### src/rtl/chan_scan_mux_pkg.sv
// Shared encodings for the channel scan mux: FSM state codes, mode values and the
// next-state rule.
package msoc_pkg;

   localparam logic [1:0] CSM_MAN  = 2'd0;
   localparam logic [1:0] CSM_SCAN = 2'd1;
   localparam logic [1:0] CSM_HOLD = 2'd2;

   localparam logic MODE_MAN  = 1'b0;
   localparam logic MODE_SCAN = 1'b1;

   function automatic logic [1:0] csm_next(input logic [1:0] st,
                                            input logic       mode,
                                            input logic       freeze);
      logic [1:0] nxt;
      case (st)
         CSM_MAN:  nxt = freeze ? CSM_HOLD : ((mode == MODE_SCAN) ? CSM_SCAN : CSM_MAN);
         CSM_SCAN: nxt = freeze ? CSM_HOLD : ((mode == MODE_MAN)  ? CSM_MAN  : CSM_SCAN);
         CSM_HOLD: nxt = freeze ? CSM_HOLD : ((mode == MODE_SCAN) ? CSM_SCAN : CSM_MAN);
         // An unused encoding falls back to manual selection.
         default:  nxt = CSM_MAN;
      endcase
      return nxt;
   endfunction

endpackage

### src/rtl/chan_scan_mux_if.sv
// Bundle of data taps, control inputs and selected outputs for chan_scan_mux.
// master drives taps/controls; slave (the mux) drives the selected outputs.
interface chan_scan_mux_if #(
   parameter int DW    = 32,
   parameter int NCH   = 8,
   parameter int DIV_W = 16
);
   localparam int SW = $clog2(NCH);

   logic [NCH*DW-1:0] in_bus;
   logic              mode;
   logic [SW-1:0]     sel_in;
   logic [DIV_W-1:0]  scan_div;
   logic              freeze;
   logic [DW-1:0]     out_data;
   logic [SW-1:0]     out_ch;
   logic              ch_stb;

   modport master (
      output in_bus, mode, sel_in, scan_div, freeze,
      input  out_data, out_ch, ch_stb
   );

   modport slave (
      input  in_bus, mode, sel_in, scan_div, freeze,
      output out_data, out_ch, ch_stb
   );

endinterface

### src/rtl/chan_scan_mux_div.sv
// Scan dwell prescaler: tick fires on the terminal count while enabled.
// Counter holds when disabled, clears when clr is high.
module scan_tick_div #(
   parameter int DIV_W = 16
) (
   input  logic             clk,
   input  logic             rst_n,
   input  logic             en,
   input  logic             clr,
   input  logic [DIV_W-1:0] div,
   output logic             tick
);

   logic [DIV_W-1:0] cnt_q, cnt_d;

   // >= so that shrinking div below the running count ends the dwell on the next edge.
   assign tick = en & (cnt_q >= div);

   always_comb begin
      cnt_d = cnt_q;
      if (clr) begin
         cnt_d = '0;
      end else if (tick) begin
         cnt_d = '0;
      end else if (en) begin
         cnt_d = cnt_q + 1'b1;
      end
   end

   always_ff @(posedge clk or negedge rst_n) begin
      if (!rst_n) begin
         cnt_q <= '0;
      end else begin
         cnt_q <= cnt_d;
      end
   end

endmodule

### src/rtl/chan_scan_mux.sv
// Registered N-channel selector with manual select, round-robin scan and freeze.
// One cycle from channel decision to out_data/out_ch/ch_stb, all updated together.
module chan_scan_mux
   import msoc_pkg::*;
#(
   parameter int DW    = 32,
   parameter int NCH   = 8,
   parameter int DIV_W = 16
) (
   input  logic            clk,
   input  logic            rst_n,
   chan_scan_mux_if.slave  bus
);

   localparam int SW = $clog2(NCH);

   logic [1:0]    state_q, state_d;
   logic [SW-1:0] ch_q, ch_d;
   logic [DW-1:0] data_q, data_d;
   logic          stb_q, stb_d;
   logic          scan_en, scan_clr, tick;

   // The datapath acts on the state being entered, so freeze and mode take effect on
   // the same edge they are seen.
   assign state_d  = csm_next(state_q, bus.mode, bus.freeze);
   assign scan_en  = (state_d == CSM_SCAN);
   assign scan_clr = (state_d == CSM_MAN);

   scan_tick_div #(.DIV_W(DIV_W)) u_div (
      .clk   (clk),
      .rst_n (rst_n),
      .en    (scan_en),
      .clr   (scan_clr),
      .div   (bus.scan_div),
      .tick  (tick)
   );

   always_comb begin
      ch_d = ch_q;
      if (state_d == CSM_MAN) begin
         if (int'(bus.sel_in) < NCH) begin
            ch_d = bus.sel_in;
         end
      end else if (state_d == CSM_SCAN && tick) begin
         ch_d = (ch_q == SW'(NCH - 1)) ? '0 : ch_q + 1'b1;
      end
   end

   always_comb begin
      data_d = data_q;
      stb_d  = 1'b0;
      if (state_d != CSM_HOLD) begin
         data_d = bus.in_bus[int'(ch_d)*DW +: DW];
         stb_d  = (ch_d != ch_q);
      end
   end

   always_ff @(posedge clk or negedge rst_n) begin
      if (!rst_n) begin
         state_q <= CSM_MAN;
         ch_q    <= '0;
         data_q  <= '0;
         stb_q   <= 1'b0;
      end else begin
         state_q <= state_d;
         ch_q    <= ch_d;
         data_q  <= data_d;
         stb_q   <= stb_d;
      end
   end

   assign bus.out_data = data_q;
   assign bus.out_ch   = ch_q;
   assign bus.ch_stb   = stb_q;

endmodule
### src/flat_wrapper.sv
// flat-port wrapper written by rule: the top's interface ports become plain ports
module chan_scan_mux_flat import msoc_pkg::*;
#(
   parameter int DW    = 32,
   parameter int NCH   = 8,
   parameter int DIV_W = 16
)
  (clk, rst_n, bus_in_bus, bus_mode, bus_sel_in, bus_scan_div, bus_freeze, bus_out_data, bus_out_ch, bus_ch_stb);
  chan_scan_mux_if #(.DW(DW), .NCH(NCH), .DIV_W(DIV_W)) bus_i ();
  input  logic clk;
  input  logic rst_n;
  input wire logic [$bits(bus_i.in_bus)-1:0] bus_in_bus;
  input wire logic [$bits(bus_i.mode)-1:0] bus_mode;
  input wire logic [$bits(bus_i.sel_in)-1:0] bus_sel_in;
  input wire logic [$bits(bus_i.scan_div)-1:0] bus_scan_div;
  input wire logic [$bits(bus_i.freeze)-1:0] bus_freeze;
  output wire logic [$bits(bus_i.out_data)-1:0] bus_out_data;
  output wire logic [$bits(bus_i.out_ch)-1:0] bus_out_ch;
  output wire logic [$bits(bus_i.ch_stb)-1:0] bus_ch_stb;
  assign bus_i.in_bus = bus_in_bus;
  assign bus_i.mode = bus_mode;
  assign bus_i.sel_in = bus_sel_in;
  assign bus_i.scan_div = bus_scan_div;
  assign bus_i.freeze = bus_freeze;
  assign bus_out_data = bus_i.out_data;
  assign bus_out_ch = bus_i.out_ch;
  assign bus_ch_stb = bus_i.ch_stb;
  chan_scan_mux #(.DW(DW), .NCH(NCH), .DIV_W(DIV_W)) u_core (.clk(clk), .rst_n(rst_n), .bus(bus_i));
endmodule
### config.mk
export PLATFORM = sky130hd
export DESIGN_NAME = chan_scan_mux_flat
export DESIGN_NICKNAME = d
export VERILOG_FILES = /design/src/rtl/chan_scan_mux_pkg.sv /design/src/rtl/chan_scan_mux_if.sv /design/src/rtl/chan_scan_mux_div.sv /design/src/rtl/chan_scan_mux.sv /design/src/flat_wrapper.sv
export SDC_FILE = /design/constraint.sdc
export NUM_CORES = 1
export LEC_CHECK = 0
export BUFFER_PORTS_ARGS = -buffer_cell sky130_fd_sc_hd__buf_2
export CAP_MARGIN = 40
export CORE_MARGIN = 1.5
export CORE_UTILIZATION = 40
export DETAILED_ROUTE_END_ITERATION = 8
export GPL_ROUTABILITY_DRIVEN = 0
export PLACE_DENSITY = 0.73
export SYNTH_ARGS = -nofsm -noshare
export SYNTH_HDL_FRONTEND = slang
export SYNTH_HIERARCHICAL = 1
export SYNTH_SLANG_ARGS = --single-unit
### constraint.sdc
create_clock -name clk -period 6.1 [get_ports clk]
set_input_delay 1.22 -clock clk [delete_from_list [all_inputs] [get_ports clk]]
set_output_delay 1.22 -clock clk [all_outputs]
set_load 0.1 [all_outputs]
# --- Yosys cells after proc, flatten, opt, wreduce, memory -nomap -nowiden ---
# Cells that the tools add are included.
# Widths: inputs -> output; s select.
classes:
  n_addsub: 2
  magnitude_cmp: 1
  n_eq_ne: 6
  shift: 1
  muxes: 10
  bitwise: 1
  n_reduce_logical: 5
op_table:
  columns: ["cell", "count"]
  rows:
  - ["$shiftx 256x9->32", 1]
  - ["$mux 16", 3]
  - ["$add 16x1->16 const B", 1]
  - ["$ge 16x16->1", 1]
  - ["$mux 3", 3]
  - ["$eq 2x1->1 const B", 2]
  - ["$logic_not 2->1", 2]
  - ["$mux 2", 2]
  - ["$add 3x1->3 const B", 1]
  - ["$eq 3x3->1 const B", 1]
  - ["$ne 3x3->1", 1]
  - ["$reduce_bool 3->1", 1]
  - ["$reduce_or 3->1", 1]
  - ["$eq 2x2->1 const B", 1]
  - ["$mux 1", 2]
  - ["$ne 2x2->1 const B", 1]
  - ["$and 1x1->1", 1]
  - ["$logic_and 1x1->1", 1]
totals:
  ff_bits: 54
  wordCells: 31

# --- Logic depth before layout (Yosys ltp) ---
logic_depth:
  word_depth: 10
  mapped_depth: 15
  mapped_depth_nobuf: 12

# --- Modules after synthesis ---
# The synthesis kept the hierarchy.
modules_own_cells:
  columns: ["mod", "n_inst", "cells_per_inst", "area_per_inst_um2", "seq_area_each_um2"]
  rows:
  - ["chan_scan_mux", 1, 545, 4330.4, 950.9]
  - ["scan_tick_div", 1, 165, 1415.1, 400.4]

# --- Worst setup path before layout ---
# No wires, ideal clock.
synth_path:
  path_type: "input -> register"
  start: "input port bus_scan_div[14]"
  end: "register u_core.data_q[15] (netlist: u_core/bus.out_data[15])"
  setup_time_ps: 87
  arrival_time_ps: 4208
  t_required_ps: 6013
  slack_ps: 1804
  path_stages: 15
  path_buffers: 4
  cell_sequence: "inv_1 ha_1 and4_1 nand4_1 o32a_1 buf_2 buf_4 a21boi_0 nor2b_1 o211ai_1 and2_4 buf_6 buf_6 mux4_2 o2111ai_2"
synth_via:
  elab_chain_len: 6
synth_lines:
  columns: ["element", "line_no", "rtl"]
  rows:
  - ["start, declared", "flat_wrapper.sv:15", "input wire logic [$bits(bus_i.scan_div)-1:0] bus_scan_div;"]
  - ["$ge 16x16->1", "chan_scan_mux_div.sv:17", "assign tick = en & (cnt_q >= div);"]
  - ["$and 1x1->1", "chan_scan_mux_div.sv:17", null]
  - ["named net u_core.tick", "chan_scan_mux.sv:21", "logic scan_en, scan_clr, tick;"]
  - ["$logic_and 1x1->1", "chan_scan_mux.sv:44", "end else if (state_d == CSM_SCAN && tick) begin"]
  - ["$mux 3", "chan_scan_mux.sv:44", null]
  - ["$mux 3", "chan_scan_mux.sv:40", "if (state_d == CSM_MAN) begin"]
  - ["$shiftx 256x9->32", "chan_scan_mux.sv:53", "data_d = bus.in_bus[int'(ch_d)*DW +: DW];"]
  - ["end signal, assigned", "chan_scan_mux.sv:67", "data_q <= data_d;"]
  - ["end, declared", "chan_scan_mux.sv:19", "logic [DW-1:0] data_q, data_d;"]
# The timed path passes the listed nets, and every way through them passes these cells.
# A chain may end at the register's enable or synchronous reset.

# --- Worst setup path in the final report ---
layout_path:
  start: "input port bus_scan_div[0]"
  end: "register u_core.data_q[28] (netlist: u_core/bus.out_data[28])"
# The elaborated chain is that of the path after synthesis.

==> out/qor.yml <==
final_layout:
  multiInputGateArea_mm2: 0.003595
  area_growth_pct: 32.56
  drive_gt1_share_pct: 38.93
  layout_common_cells: "buf_2 (314), inv_1 (148), and3_1 (68)"
  design_area_mm2: 0.007616
  ff_latch_area_mm2: 0.001351
  n_fill_cell: 1353
  layout_commonest_cell: "buf_2"
  nNetsFinal: 1286
routing:
  drtIter0Drc: 423
  ant_nets: 0
  wl_mm: 20.62
  dr_total_vias: 6375
  drc_errors: 0
  routedWlPerCell_um: 17.61
  drtPass1Iterations: 5
  viasPerCell: 5.444
logic_synthesis:
  synth_flop_cell: "dfrtp_1"
  synth_compound_area_share_pct: 27.46
  ys_warn_count: 6
  synth_largest_type_area_fraction_pct: 23.52
  yosysTopAreaCell: "dfrtp_1"
  seq_area_frac_synth_pct: 23.52
  synthMuxAreaShare_pct: 12.54
  syn_nets: 1008
  synth_enable_flop_cells: 0
  synth_area_leaders: "dfrtp_1 (24%), mux4_2 (13%), inv_1 (9.7%), a21boi_0 (8.5%), and3_1 (7.4%)"
  synth_cells: 710
  ys_types: 58
  yosys.area_share.xor_xnor_pct: 0
  synthAdderAreaFrac_pct: 4.138
  syn_area_per_cell_um2: 8.092
  synthArstFlopShare_pct: 100.0
  ys_ff_latch: 54
  yosys.area_share.simple_pct: 17.90
  synth.cell_area_mm2: 0.005746
  synth_top_family_by_area: "compound AO/OA/AOI/OAI gates"
sta:
  slew_violations: 0
  setup_violations: 0
  rsz0062_at_grt: "no"
  slew_headroom_pct: 48.69
  hold_viol_final: 0
  fmax_mhz: 225.8
  fin_skew_ns: 0.008569
  setup_tns_ns: 0
  period_minus_slack_ns: 4.428
  worst_pin_slew_ns: 0.7697
  period_share_pct: 72.59
worst_setup_path:
  worstPathArrival_ns: 4.64
  cp_max_fo: 20
  cp-end-kind: "flop"
  path_cells: "buf_2 > ha_1 > nand2b_1 > a2111oi_0 > o32a_1 > a21boi_0 > nor4b_4 > a32oi_4 > and2_4 > buf_12 > mux4_2 > o2111ai_1"
  worst_path_max_delay_cell: "a2111oi_0"
  crit_required_ns: 6.31
  start_kind: "input pin"
  cp_slowest_stage_delay_ns: 0.54
  crit_type: "in -> reg"
grt:
  overflow: 0
  first_global_vias: 6026
  grt_pass1_wl_mm: 30.86
  grt_max_degree: 129
  track_usage_pct: 26.49
  antenna_found_initial: 2
clock_network:
  h-tree-depth: 2
  clk_latency_ns: 0.30
  clkTransAtPathRegs_ns: 0.07
  postCtsSetupBuffers: 0
  clockBufferDepth: 2
  cts-buffers-inserted: 5
  cts_tree: "yes"
  cts.sinks: 54
  root_buffer: "clkbuf_16"
  cts.repair.resized: 0
  cts-hold-fix-buffers: 0
run_status:
  status: "completed"
power:
  leakage_uw: 0.004170
  power.density_mw_per_mm2: 250.5
  ir_worst_vdd_uv: 144.9
floorplan:
  die_area_mm2: 0.01509
  num_rows: 43
  start_util_pct: 41.23
  fp.dieH_um: 122.9
  design.core.area_mm2: 0.01393
  dieWidth_um: 122.9
  pin_count: 315
place:
  portBuffers: 314
  dpl_cell_area_mm2: 0.007445
  dp_hpwl_mm: 15.93
job:
  cap_viol_max_count: 0
min_path:
  hp-class: "reg -> reg"
## sequential cells by signal, indices dropped and copies added (netlist names)
signal and flops:
u_core/bus.ch_stb 1, u_core/bus.out_data 32, u_core/u_div/cnt_q 16, u_core/state_q 2
u_core/bus.out_ch 3
## through the flow
step	std cells	worst slack, ns	utilization [%]	total power [uW]	hold slack [ns]
6_report	1171	1.672	54.66	1908	0.5016
3_5_place_dp	1161	1.305	53.43	1585	0.4878
4_1_cts	1169	1.627	54.62	1922	0.5040
5_1_grt	1170	1.294	54.64	1997	0.5225
2_1_floorplan	710	1.804	-	1305	0.5042
3_3_place_gp	1161	1.388	53.43	1573	0.4838
## report_power, final
part / switching [uW] / internal [uW] / total, uW
clock network: 137 / 194 / 332
logic: 795 / 304 / 1100
registers: 48.0 / 429 / 477
## critical path, delay by kind of cell
family	cells	cell delay, ns
compound gates	5	1.51
fa+ha+maj	1	0.27
simple gates	3	0.74
buf+inv	2	0.35
mux	1	0.54
## synthesized netlist by cell type (2+ instances only)
cell         n
ha_1        19
nor4_1       4
nand2b_1     4
nand4b_1     5
buf_2        6
and4_1       3
and3_2       2
nor2b_1      2
a31oi_1      9
buf_6        5
nand3_1      6
buf_1        5
buf_4        2
nand2_1     53
clkbuf_1    38
o211ai_1    11
o32a_1       3
o32ai_1      2
o21ai_0     63
dfrtp_1     54
o2111ai_1   31
a22o_1       2
and3_1      68
o2111ai_2    4
o21a_1       3
a21oi_1      6
mux4_2      32
nand4_1     10
a21boi_0    65
inv_1      148
nor2_1       7
and2_1       4
a41oi_1      8
o31a_1       2
## layout make-up
| class | count | area share (%) |
|---|---|---|
| clock buffers | 6 | 1.692 |
| clock inverters | 2 | 0.4929 |
| repair buffers | 328 | 22.51 |
| flip-flops and latches | 54 | 17.74 |
| diodes | 2 | 0.06571 |
| well taps | 180 | 2.957 |
| multi-input cells | 450 | 47.20 |
| inverters | 149 | 7.344 |
## logic make-up after synthesis
logic type | after synthesis
compound gates | 220
fa+ha+maj | 19
buf+inv | 206
flops | 54
mux | 32
simple gates | 179
## metal layers
layer	part of all wire [%]	GRT usage [%]	routed length (um)	vias to the layer above
li1	-	-	-	3097
met1	40	32.98	8183	3003
met4	2.2	7.413	447	0
met5	0	0	0	-
met2	51	45.83	10570	243
met3	6.9	6.041	1425	32
## worst paths after layout
path	to	cells past startpoint	from	slack [ns]
worst max-delay path	u_core/bus.out_data[28]	12	bus_scan_div[0]	1.67
worst min register to register	u_core/bus.out_data[20]	2	u_core/bus.out_data[20]	0.50
min in group asynchronous	u_core/u_div/cnt_q[15]	2	rst_n	1.05
worst min-delay path	u_core/bus.out_data[20]	2	u_core/bus.out_data[20]	0.50
worst max register to register	u_core/bus.out_data[28]	12	u_core/u_div/cnt_q[0]	2.21
max in group asynchronous	u_core/bus.out_data[3]	2	rst_n	4.50
Note: power is estimated with default switching activity, not from simulation.
